===== config.mk =====
export PLATFORM = sky130hd
export DESIGN_NAME = bus_arbiter
export DESIGN_NICKNAME = d
export VERILOG_FILES = /design/src/rtl/bus_arbiter_pkg.sv /design/src/rtl/bus_arbiter.sv
export SDC_FILE = /design/constraint.sdc
export NUM_CORES = 1
export LEC_CHECK = 0
export ABC_AREA = 1
export BUFFER_PORTS_ARGS = -buffer_cell sky130_fd_sc_hd__clkbuf_2
export CORE_MARGIN = 2
export CORE_UTILIZATION = 28
export CTS_CLUSTER_DIAMETER = 30
export DETAILED_ROUTE_END_ITERATION = 12
export GPL_TIMING_DRIVEN = 1
export PLACE_DENSITY = 0.78
export SYNTH_ARGS = -nofsm -noshare
export SYNTH_HDL_FRONTEND = slang
export SYNTH_SLANG_ARGS = --single-unit

===== constraint.sdc =====
create_clock -name MCLK -period 1.55 [get_ports MCLK]
set_input_delay 0.2325 -clock MCLK [delete_from_list [all_inputs] [get_ports MCLK]]
set_output_delay 0.2325 -clock MCLK [all_outputs]
set_load 0.005 [all_outputs]

===== src/rtl/bus_arbiter_pkg.sv =====
// Shared definitions for the system-bus arbiter: ownership state encodings,
// also driven out on the owner debug port.
package bus_arbiter_pkg;

    typedef enum logic [1:0] {
        ARB_CPU    = 2'b00,
        ARB_TURN_D = 2'b01,
        ARB_DMA    = 2'b10,
        ARB_TURN_C = 2'b11
    } arb_state_e;

endpackage


===== src/rtl/bus_arbiter.sv =====
// CPU/DMA arbiter for the memory-map bus: parks on the CPU, gives DMA priority with
// a bounded burst when the CPU waits, and inserts a dead cycle on every handover.
module bus_arbiter
    import bus_arbiter_pkg::*;
#(
    parameter int BURST_MAX = 4,
    parameter int CNT_W     = 3
) (
    input  logic        MCLK,
    input  logic        rst,
    input  logic        cpu_req,
    input  logic [15:0] cpu_MAB,
    input  logic [15:0] cpu_MDBwrite,
    input  logic        cpu_MW,
    input  logic        cpu_BW,
    output logic        cpu_hold,
    input  logic        dma_req,
    input  logic        dma_lock,
    input  logic [15:0] dma_MAB,
    input  logic [15:0] dma_MDBwrite,
    input  logic        dma_MW,
    input  logic        dma_BW,
    output logic        dma_gnt,
    output logic [15:0] MAB,
    output logic [15:0] MDBwrite,
    output logic        MW,
    output logic        BW,
    output logic [1:0]  owner
);

    // With BURST_MAX == 0 the cap is never reached and the counter idles at zero.
    localparam logic [CNT_W-1:0] CNT_CAP = (BURST_MAX == 0) ? '0 : CNT_W'(BURST_MAX - 1);
    localparam bit               LIMITED = (BURST_MAX != 0);

    arb_state_e       state, state_nxt;
    logic [CNT_W-1:0] cnt, cnt_nxt;
    logic             at_cap;

    // NOTE: state is updated with non-blocking assignments only; reset is synchronous,
    // so rst is just another condition sampled at the clock edge.
    always_ff @(posedge MCLK) begin
        if (rst) begin
            state <= ARB_CPU;
            cnt   <= '0;
        end else begin
            state <= state_nxt;
            cnt   <= cnt_nxt;
        end
    end

    assign at_cap = LIMITED && (cnt == CNT_CAP);

    // NOTE: every combinational output gets a default before the case, so no path
    // leaves a signal unassigned and no latch is inferred.
    always_comb begin
        state_nxt = state;
        cnt_nxt   = cnt;
        unique case (state)
            ARB_CPU:    if (dma_req) state_nxt = ARB_TURN_D;
            ARB_TURN_D: begin
                state_nxt = dma_req ? ARB_DMA : ARB_CPU;
                cnt_nxt   = '0;
            end
            ARB_DMA: begin
                if (!dma_req) begin
                    state_nxt = ARB_TURN_C;
                end else if (at_cap && cpu_req && !dma_lock) begin
                    state_nxt = ARB_TURN_C;
                    cnt_nxt   = '0;
                end else if (cnt != CNT_CAP) begin
                    cnt_nxt = cnt + CNT_W'(1);
                end
            end
            ARB_TURN_C: state_nxt = ARB_CPU;
        endcase
    end

    // Zero-latency bus mux; turnaround states drive an idle, all-zero bus.
    always_comb begin
        MAB      = '0;
        MDBwrite = '0;
        MW       = 1'b0;
        BW       = 1'b0;
        cpu_hold = 1'b0;
        dma_gnt  = 1'b0;
        unique case (state)
            ARB_CPU: begin
                MAB      = cpu_MAB;
                MDBwrite = cpu_MDBwrite;
                MW       = cpu_MW;
                BW       = cpu_BW;
            end
            ARB_DMA: begin
                MAB      = dma_MAB;
                MDBwrite = dma_MDBwrite;
                MW       = dma_MW & dma_req;
                BW       = dma_BW & dma_req;
                dma_gnt  = 1'b1;
                cpu_hold = cpu_req;
            end
            ARB_TURN_D, ARB_TURN_C: cpu_hold = cpu_req;
        endcase
        // No write strobe may reach memory in a reset cycle, whatever the state.
        if (rst) begin
            MW       = 1'b0;
            BW       = 1'b0;
            cpu_hold = 1'b0;
            dma_gnt  = 1'b0;
        end
    end

    assign owner = state;

    a_single_owner: assert property (@(posedge MCLK) disable iff (rst)
        !(dma_gnt && !cpu_hold && cpu_req));

endmodule


Word-level counts from Yosys, hierarchy flattened
Index checks and enable logic that the tools add are counted.
- add/sub/neg operators: 1
- equality and inequality tests: 9
- multiplexer cells: 19
- bitwise logic cells: 2
- reduce and logical (&&, ||, !) cells: 8
- operators by type and width (cell ; number):
    16-bit one-hot mux with 2 select lines ; 2
    3-bit 2-to-1 mux ; 3
    2-bit 2-to-1 mux ; 4
    2-bit one-hot mux with 4 select lines ; 1
    1-bit 2-to-1 mux ; 6
    3-bit != test (second input constant) ; 2
    3-bit one-hot mux with 2 select lines ; 1
    2-bit equality test (second input constant) ; 2
    2-bit != test (second input constant) ; 2
    1-bit one-hot mux with 2 select lines ; 2
    3-bit by 1-bit adder with 3-bit output (second input constant) ; 1
    3-bit by 2-bit equality test with 1-bit output (second input constant) ; 1
    3-bit by 2-bit != test with 1-bit output (second input constant) ; 1
    3-bit AND reduction ; 1
    3-bit OR reduction ; 1
    1-bit AND ; 2
    2-bit by 1-bit equality test with 1-bit output (second input constant) ; 1
    1-bit logical AND ; 2
    2-bit zero test ; 1
    2-bit AND reduction ; 1
    2-bit nonzero test ; 1
    1-bit zero test ; 1
- register bits after elaboration: 5
- input port bits: 73
- output and inout port bits: 38
- logic and storage cells: 41

Longest topological paths before layout
Gate-level depths: netlist of the first run.
- word-level depth: 6
- depth in mapped cells: 6
- mapped depth without buffers: 6

Worst setup path before layout of the first run
No wires, ideal clock.
- path kind: register to output
- from: register state[0], in the netlist owner[0]
- to: output MAB[0]
- arrival: 0.943 ns
- required time: 1.317 ns
- path slack: 0.375 ns
- stages on the path, launching flop included: 6
- path buffers: 1
- cell sequence: dfxtp_1 inv_2 nand2_4 inv_4 buf_6 a22o_1
- cells in the longest elaborated chain, start to end: 2
- elaborated cells on any way between the ends: 3
- classes of those cells: eq/ne: 1; mux: 1; reduce/logical: 1
- RTL lines (element ; RTL line ; RTL):
    start: declaration ; bus_arbiter.sv:35 ; arb_state_e state, state_nxt;
    start signal: assignment ; bus_arbiter.sv:46 ; state <= state_nxt;
    2-bit equality test or 2-bit zero test (tied branches) ; bus_arbiter.sv:86 ; unique case (state)
    16-bit one-hot mux with 2 select lines (*) ; bus_arbiter.sv:86 ;
    end: declaration ; bus_arbiter.sv:24 ; output logic [15:0] MAB,
Mark *: on every way between the ends. The rest lies on a longest branch, timed or not.

Worst setup path in the final report of the first run
- from: register state[0], in the netlist owner[0]
- to: output MAB[11]
Same word-level chain as after synthesis.

==> results.md, run 1 <==
* Simple-gate share of the synthesized area at 16.9%
* Mapped Nets at 158
* Clock slew seen by the registers of the worst setup and hold paths at 0.04 ns
* Synth Area in Compound Gates at 49.3%
* Largest area contributor in the netlist: a22o_1
* Fin. Hold Viols at 0
* Final slew viol count at 0
* Clk_lat worst skew at 0.23 ns
* Setup violators final at 0
* Final Skew at 0.00162 ns
* Vias in the first global route at 898
* Most common cell after layout, fill and taps aside: clkbuf_2
* Maximum clock insertion buffer count at 2
* Syn_area_per_cell at 8.14 um2
* TritonCTS Buffers at 3
* Antenna violations before repair at 0
* Final WS setup at 0.0927 ns
* PortBufs at 110
* Largest net degree at the start of global routing at 33
* Synth warn at 0
* Design Power at 718 uW
* Root buffer cell: clkbuf_4
* WS Path Type: flop to output pin
* Pre-CTS setup slack at 0.201 ns
* Die Area at 0.00282 mm2
* Post-synth top area share at 38.9%
* FF+latch count, synth at 5
* RSZ-0062 raised after global routing: false
* Arrival @ worst endpoint at 1.22 ns
* Max-cap viol count at 0
* Synthesized netlist cell count at 83
* Final Routed Wirelength at 2.79 mm
* Fillers at 255
* # hold bufs at CTS at 0
* Vias at 1048
* Xor/xnor share of the synthesized area at 0%
* Die Height at 53.1 um
* Hold crit path type: input pin to flop
* Die X at 53.1 um
* Core ar. at 0.00225 mm2
* Dpl hpwl at 2.46 mm
* DR iter-0 viols at 11
* Row Count at 17
* Crit end category: output pin
* I/O pins at 111
* Adder-cell share of the synthesized area at 3.70%
* H-tree depth at 1
* Startpoint Class: flop
* Power Density at 574 mW/mm2
* Residual DRC at 0
* Layout net count at 268
* Most frequent cells in the layout: 110 x clkbuf_2, 30 x a22o_1, 8 x inv_1
* Mux cell area share after synthesis at 0%
* Drt pass-1 iters at 4
* RD Place Congestion at 0.740
* Routed wire per std cell at 12.7 um
* Finished Core Util at 55.4%
* VDD IR max at 0.000454 V
* Status: completed
* Initial Utilization at 30.0%
* Slew @ Worst Pin at 0.208 ns
* Mapped cell area at 676 um2
* Standby leakage power at 0.751 nW
* Period utilization at 94.0%
* Cell Area, Placed at 0.00121 mm2
* Layout cell share with drive strength beyond 1 at 65.1%
* Antenna cells at 0
* CTS tree: built
* CP required at 1.32 ns
* Design Area, Final at 0.00125 mm2
* Post-route ant nets at 0
* Dpl cells at 216
* Hold slack at 0.272 ns
* Largest cells by area after synthesis: a22o_1 39%, dfxtp_1 15%, buf_6 6.7%
* Largest family of logic cells by synthesized area: compound AO/OA/AOI/OAI gates
* Setup TNS at 0 ns
* Area delta synth->final at 85.0%
* Synth unique cells at 24
* Congestion Overflow GR at 0
* Max-slew headroom at 86.0%
* Average vias per placed instance at 4.76
* GRT Util Overall at 18.2%
* F_max at 0.686 GHz
* Post-route insts no fill at 220
* Post-synthesis sequential area ratio at 14.8%
* Worst Path Max Fanout at 32
* First-pass GRT wire length at 3.84 mm
* Final min period at 1.46 ns
* Clk sinks at 5
-- cell type report --
cell class | count | area, um2 | share of cell area, %
clock buffers | 4 | 26.3 | 2.10
repair buffers | 112 | 569 | 45.5
well taps | 28 | 35.0 | 2.80
inverters | 10 | 45.0 | 3.60
flip-flops and latches | 5 | 103 | 8.21
multi-input cells | 61 | 472 | 37.7
-- report_power, final --
part	switching [mW]	leakage, nW	internal [mW]
clock	0.0464	0.0150	0.0969
sequential	0.00766	0.0414	0.136
combinational	0.186	0.695	0.246
-- synthesized netlist by cell type --
cell type  instances
a31oi_1            1
o22ai_1            1
inv_4              1
or2_2              1
nor3_1             1
buf_4              2
a22oi_1            1
a22o_2             2
nand4_1            2
clkbuf_1           1
nand2_1            4
o21ai_0            1
ha_1               2
nand3_1            5
nor2_8             1
buf_6              4
a22o_1            30
dfxtp_1            5
nor2_1             2
nor2_4             1
nand2_4            1
inv_2              1
inv_1              8
a21oi_1            5
-- path summary, 6_finish.rpt --
| kind | from | cells after the start | slack, ns | endpoint |
|---|---|---|---|---|
| worst max-delay path | owner[0]$_SDFFE_PP0P_ | 5 | 0.09 | MAB[11] |
| worst max register to register | cnt[0]$_SDFFE_PP0P_ | 6 | 0.35 | cnt[2]$_SDFFE_PP0P_ |
| worst min register to register | cnt[1]$_SDFFE_PP0P_ | 2 | 0.49 | cnt[1]$_SDFFE_PP0P_ |
| worst min-delay path | dma_req | 3 | 0.27 | flop |
-- timing repair --
item                                    4_1_cts  5_1_grt
pin swaps                                     0        0
setup buffers                                 0        0
resized for setup                             1        4
endpoints found under the setup margin       32       34
gates cloned                                  0        0
hold endpoints to repair                      0        0
-- cell families after synthesis --
| group | count (synthesis) |
|---|---|
| AO/OA/AOI/OAI | 41 |
| flip-flops | 5 |
| buffers and inverters | 17 |
| AND/OR/NAND/NOR | 18 |
| adder cells (fa/ha/maj) | 2 |
-- metal layers --
layer / part of all wire (%) / track usage, % / vias to the layer above
li1: - / - / 540
met1: 34 / 19.0 / 464
met2: 56 / 36.7 / 42
met3: 8.5 / 1.69 / 2
met4: 0.68 / 6.41 / 0
met5: 0 / 0 / -
-- critical path, stage by stage (launching register included) --
cell and delay (ns):
dfxtp_2 0.36, inv_2 0.07, nand2_4 0.13, inv_8 0.10
a22o_2 0.22, clkbuf_2 0.11
No activity file was read; power rests on OpenSTA's default activity.
==> run 2: changes to the inputs <==
PLACE_DENSITY = 0.81   (was 0.78)
REMOVE_ABC_BUFFERS = 1   (was unset)
==> results.md, run 2 (synthesized netlist as in run 1, its figures left out) <==
* Congestion Overflow GR at 0 (unchanged)
* Post-route ant nets at 0 (unchanged)
* H-tree depth at 1 (unchanged)
* Root buffer cell: clkbuf_4
* Dpl cells at 215 (-0.46%)
* Hold crit path type: input pin to flop
* Die Area at 0.00282 mm2 (unchanged)
* Multi-input logic area at 472 um2 (unchanged)
* F_max at 0.658 GHz (-4.1%)
* Final Skew at 0.00215 ns (+0.000528 ns)
* Power Density at 603 mW/mm2 (+4.9%)
* Antenna cells at 0 (unchanged)
* Hold slack at 0.246 ns (-0.0253 ns)
* Initial Utilization at 30.0% (unchanged)
* First-pass GRT wire length at 3.64 mm (-5.4%)
* Design Power at 812 uW (+13%)
* Residual DRC at 0 (unchanged)
* R2R depth at 6 (unchanged)
* Setup violators final at 0 (unchanged)
* Routed wire per std cell at 12.5 um (-1.3%)
* Area delta synth->final at 99.4%
* Most common cell after layout, fill and taps aside: clkbuf_2
* Vias at 1087 (+3.7%)
* # hold bufs at CTS at 0 (unchanged)
* Reg2Reg Setup Slack at 0.30 ns (-0.05 ns)
* Die Height at 53.1 um (unchanged)
* Die X at 53.1 um (unchanged)
* Arrival @ worst endpoint at 1.29 ns (+0.07 ns)
* Layout net count at 274 (+2.2%)
* Pre-CTS setup slack at 0.192 ns (-0.00963 ns)
* Largest net degree at the start of global routing at 33 (unchanged)
* PortBufs at 110 (unchanged)
* DR iter-0 viols at 18 (+7)
* CTS tree: built
* Layout cell share with drive strength beyond 1 at 66.2% (+1.1 points)
* Critical Path Sink: MAB[11]
* Dpl hpwl at 2.13 mm (-14%)
* WS Path Type: flop to output pin
* Clk sinks at 5 (unchanged)
* Final min period at 1.52 ns (+0.0622 ns)
* Final slew viol count at 0 (unchanged)
* VDD IR max at 0.000386 V (-15%)
* Clock slew seen by the registers of the worst setup and hold paths at 0.04 ns (about the same)
* RSZ-0062 raised after global routing: true
* Worst Path Max Fanout at 8 (-75%)
* Vias in the first global route at 920 (+2.4%)
* Setup TNS at 0 ns (unchanged)
* Register area at 108 um2 (+4.9%)
* Row Count at 17 (unchanged)
* Slew @ Worst Pin at 0.208 ns (-0.000662 ns)
* RD Place Congestion at 0.763 (+3.1%)
* Clk_lat worst skew at 0.26 ns (+0.03 ns)
* Period utilization at 98.0% (+4.0 points)
* Standby leakage power at 0.802 nW (+6.7%)
* Startpoint Class: flop
* CP required at 1.32 ns (about the same)
* Post-route insts no fill at 226 (+2.7%)
* Hold path cells at 3 (unchanged)
* Antenna violations before repair at 0 (unchanged)
* TritonCTS Buffers at 3 (unchanged)
* Final Routed Wirelength at 2.83 mm (+1.4%)
* Max-slew headroom at 86.0% (about the same)
* Core ar. at 0.00225 mm2 (unchanged)
* Fin. Hold Viols at 0 (unchanged)
* Max-cap viol count at 0 (unchanged)
* I/O pins at 111 (unchanged)
* Drt pass-1 iters at 4 (unchanged)
* Most frequent cells in the layout: 110 x clkbuf_2, 30 x a22o_1, 8 x inv_1
* Worst R2R End: cnt[0]$_SDFFE_PP0P_
* Average vias per placed instance at 4.81 (+0.97%)
* Final WS setup at 0.0306 ns (-0.0622 ns)
* Reg2Reg Launch Point: cnt[0]$_SDFFE_PP0P_
* Fillers at 219 (-14%)
* Maximum clock insertion buffer count at 2 (unchanged)
* Status: completed
* GRT Util Overall at 17.5% (-0.73 points)
* Crit end category: output pin
run 2: changes by cell type in the layout (fill, tap and decap cells not counted), sizes merged:
cell	before	now
buf	2	6
clkbuf	114	116
run 2: where the power goes:
part           internal [mW]  switching [mW]
clock                 0.0980          0.0644
sequential             0.134         0.00795
combinational          0.303           0.204
total                  0.536           0.277
run 2: layout make-up:
| cell class | instances | share of cell area (%) |
|---|---|---|
| well taps | 28 | 2.60 |
| flip-flops and latches | 5 | 7.99 |
| multi-input cells | 61 | 35.0 |
| repair buffers | 118 | 49.1 |
| inverters | 10 | 3.34 |
| clock buffers | 4 | 1.95 |
run 2: routing by layer:
metal	up-vias	global-route usage [%]	wire, um
li1	553	-	-
met1	470	18.1	1100
met2	59	32.5	1410
met3	5	4.52	287
met4	0	7.69	38
met5	-	0	0
run 2: what timing repair did:
action,4_1_cts,5_1_grt
gates cloned,0,3
pin swaps,0,1
gates resized for setup,2,4
setup endpoints to repair,32,34
setup buffers,0,4
run 2: how the worst min path moves through the flow:
stage,from,endpoint,slack (ns)
2_1_floorplan,rst,cnt[0]$_SDFFE_PP0P_,0.30
5_1_grt,dma_req,flop,0.27
4_1_cts,dma_req,flop,0.25
6_report,dma_req,flop,0.25
3_5_place_dp,cnt[1]$_SDFFE_PP0P_,cnt[1]$_SDFFE_PP0P_,0.48
3_3_place_gp,cnt[1]$_SDFFE_PP0P_,cnt[1]$_SDFFE_PP0P_,0.48
run 2: through the flow:
| stage | utilization (%) | area, um2 |
|---|---|---|
| floorplan | - | 612 |
| finish | 59.8 | 1350 |
| detailed placement | 54.0 | 1220 |
| CTS | 55.4 | 1250 |
| global route | 59.8 | 1350 |
| global placement | 54.0 | 1220 |
run 2: critical path, cell delays in order, from the launching register on:
cell and delay, ns:
dfxtp_4 0.37, nor2_4 0.04, buf_4 0.13, clkbuf_16 0.15
a22o_2 0.23, clkbuf_2 0.10
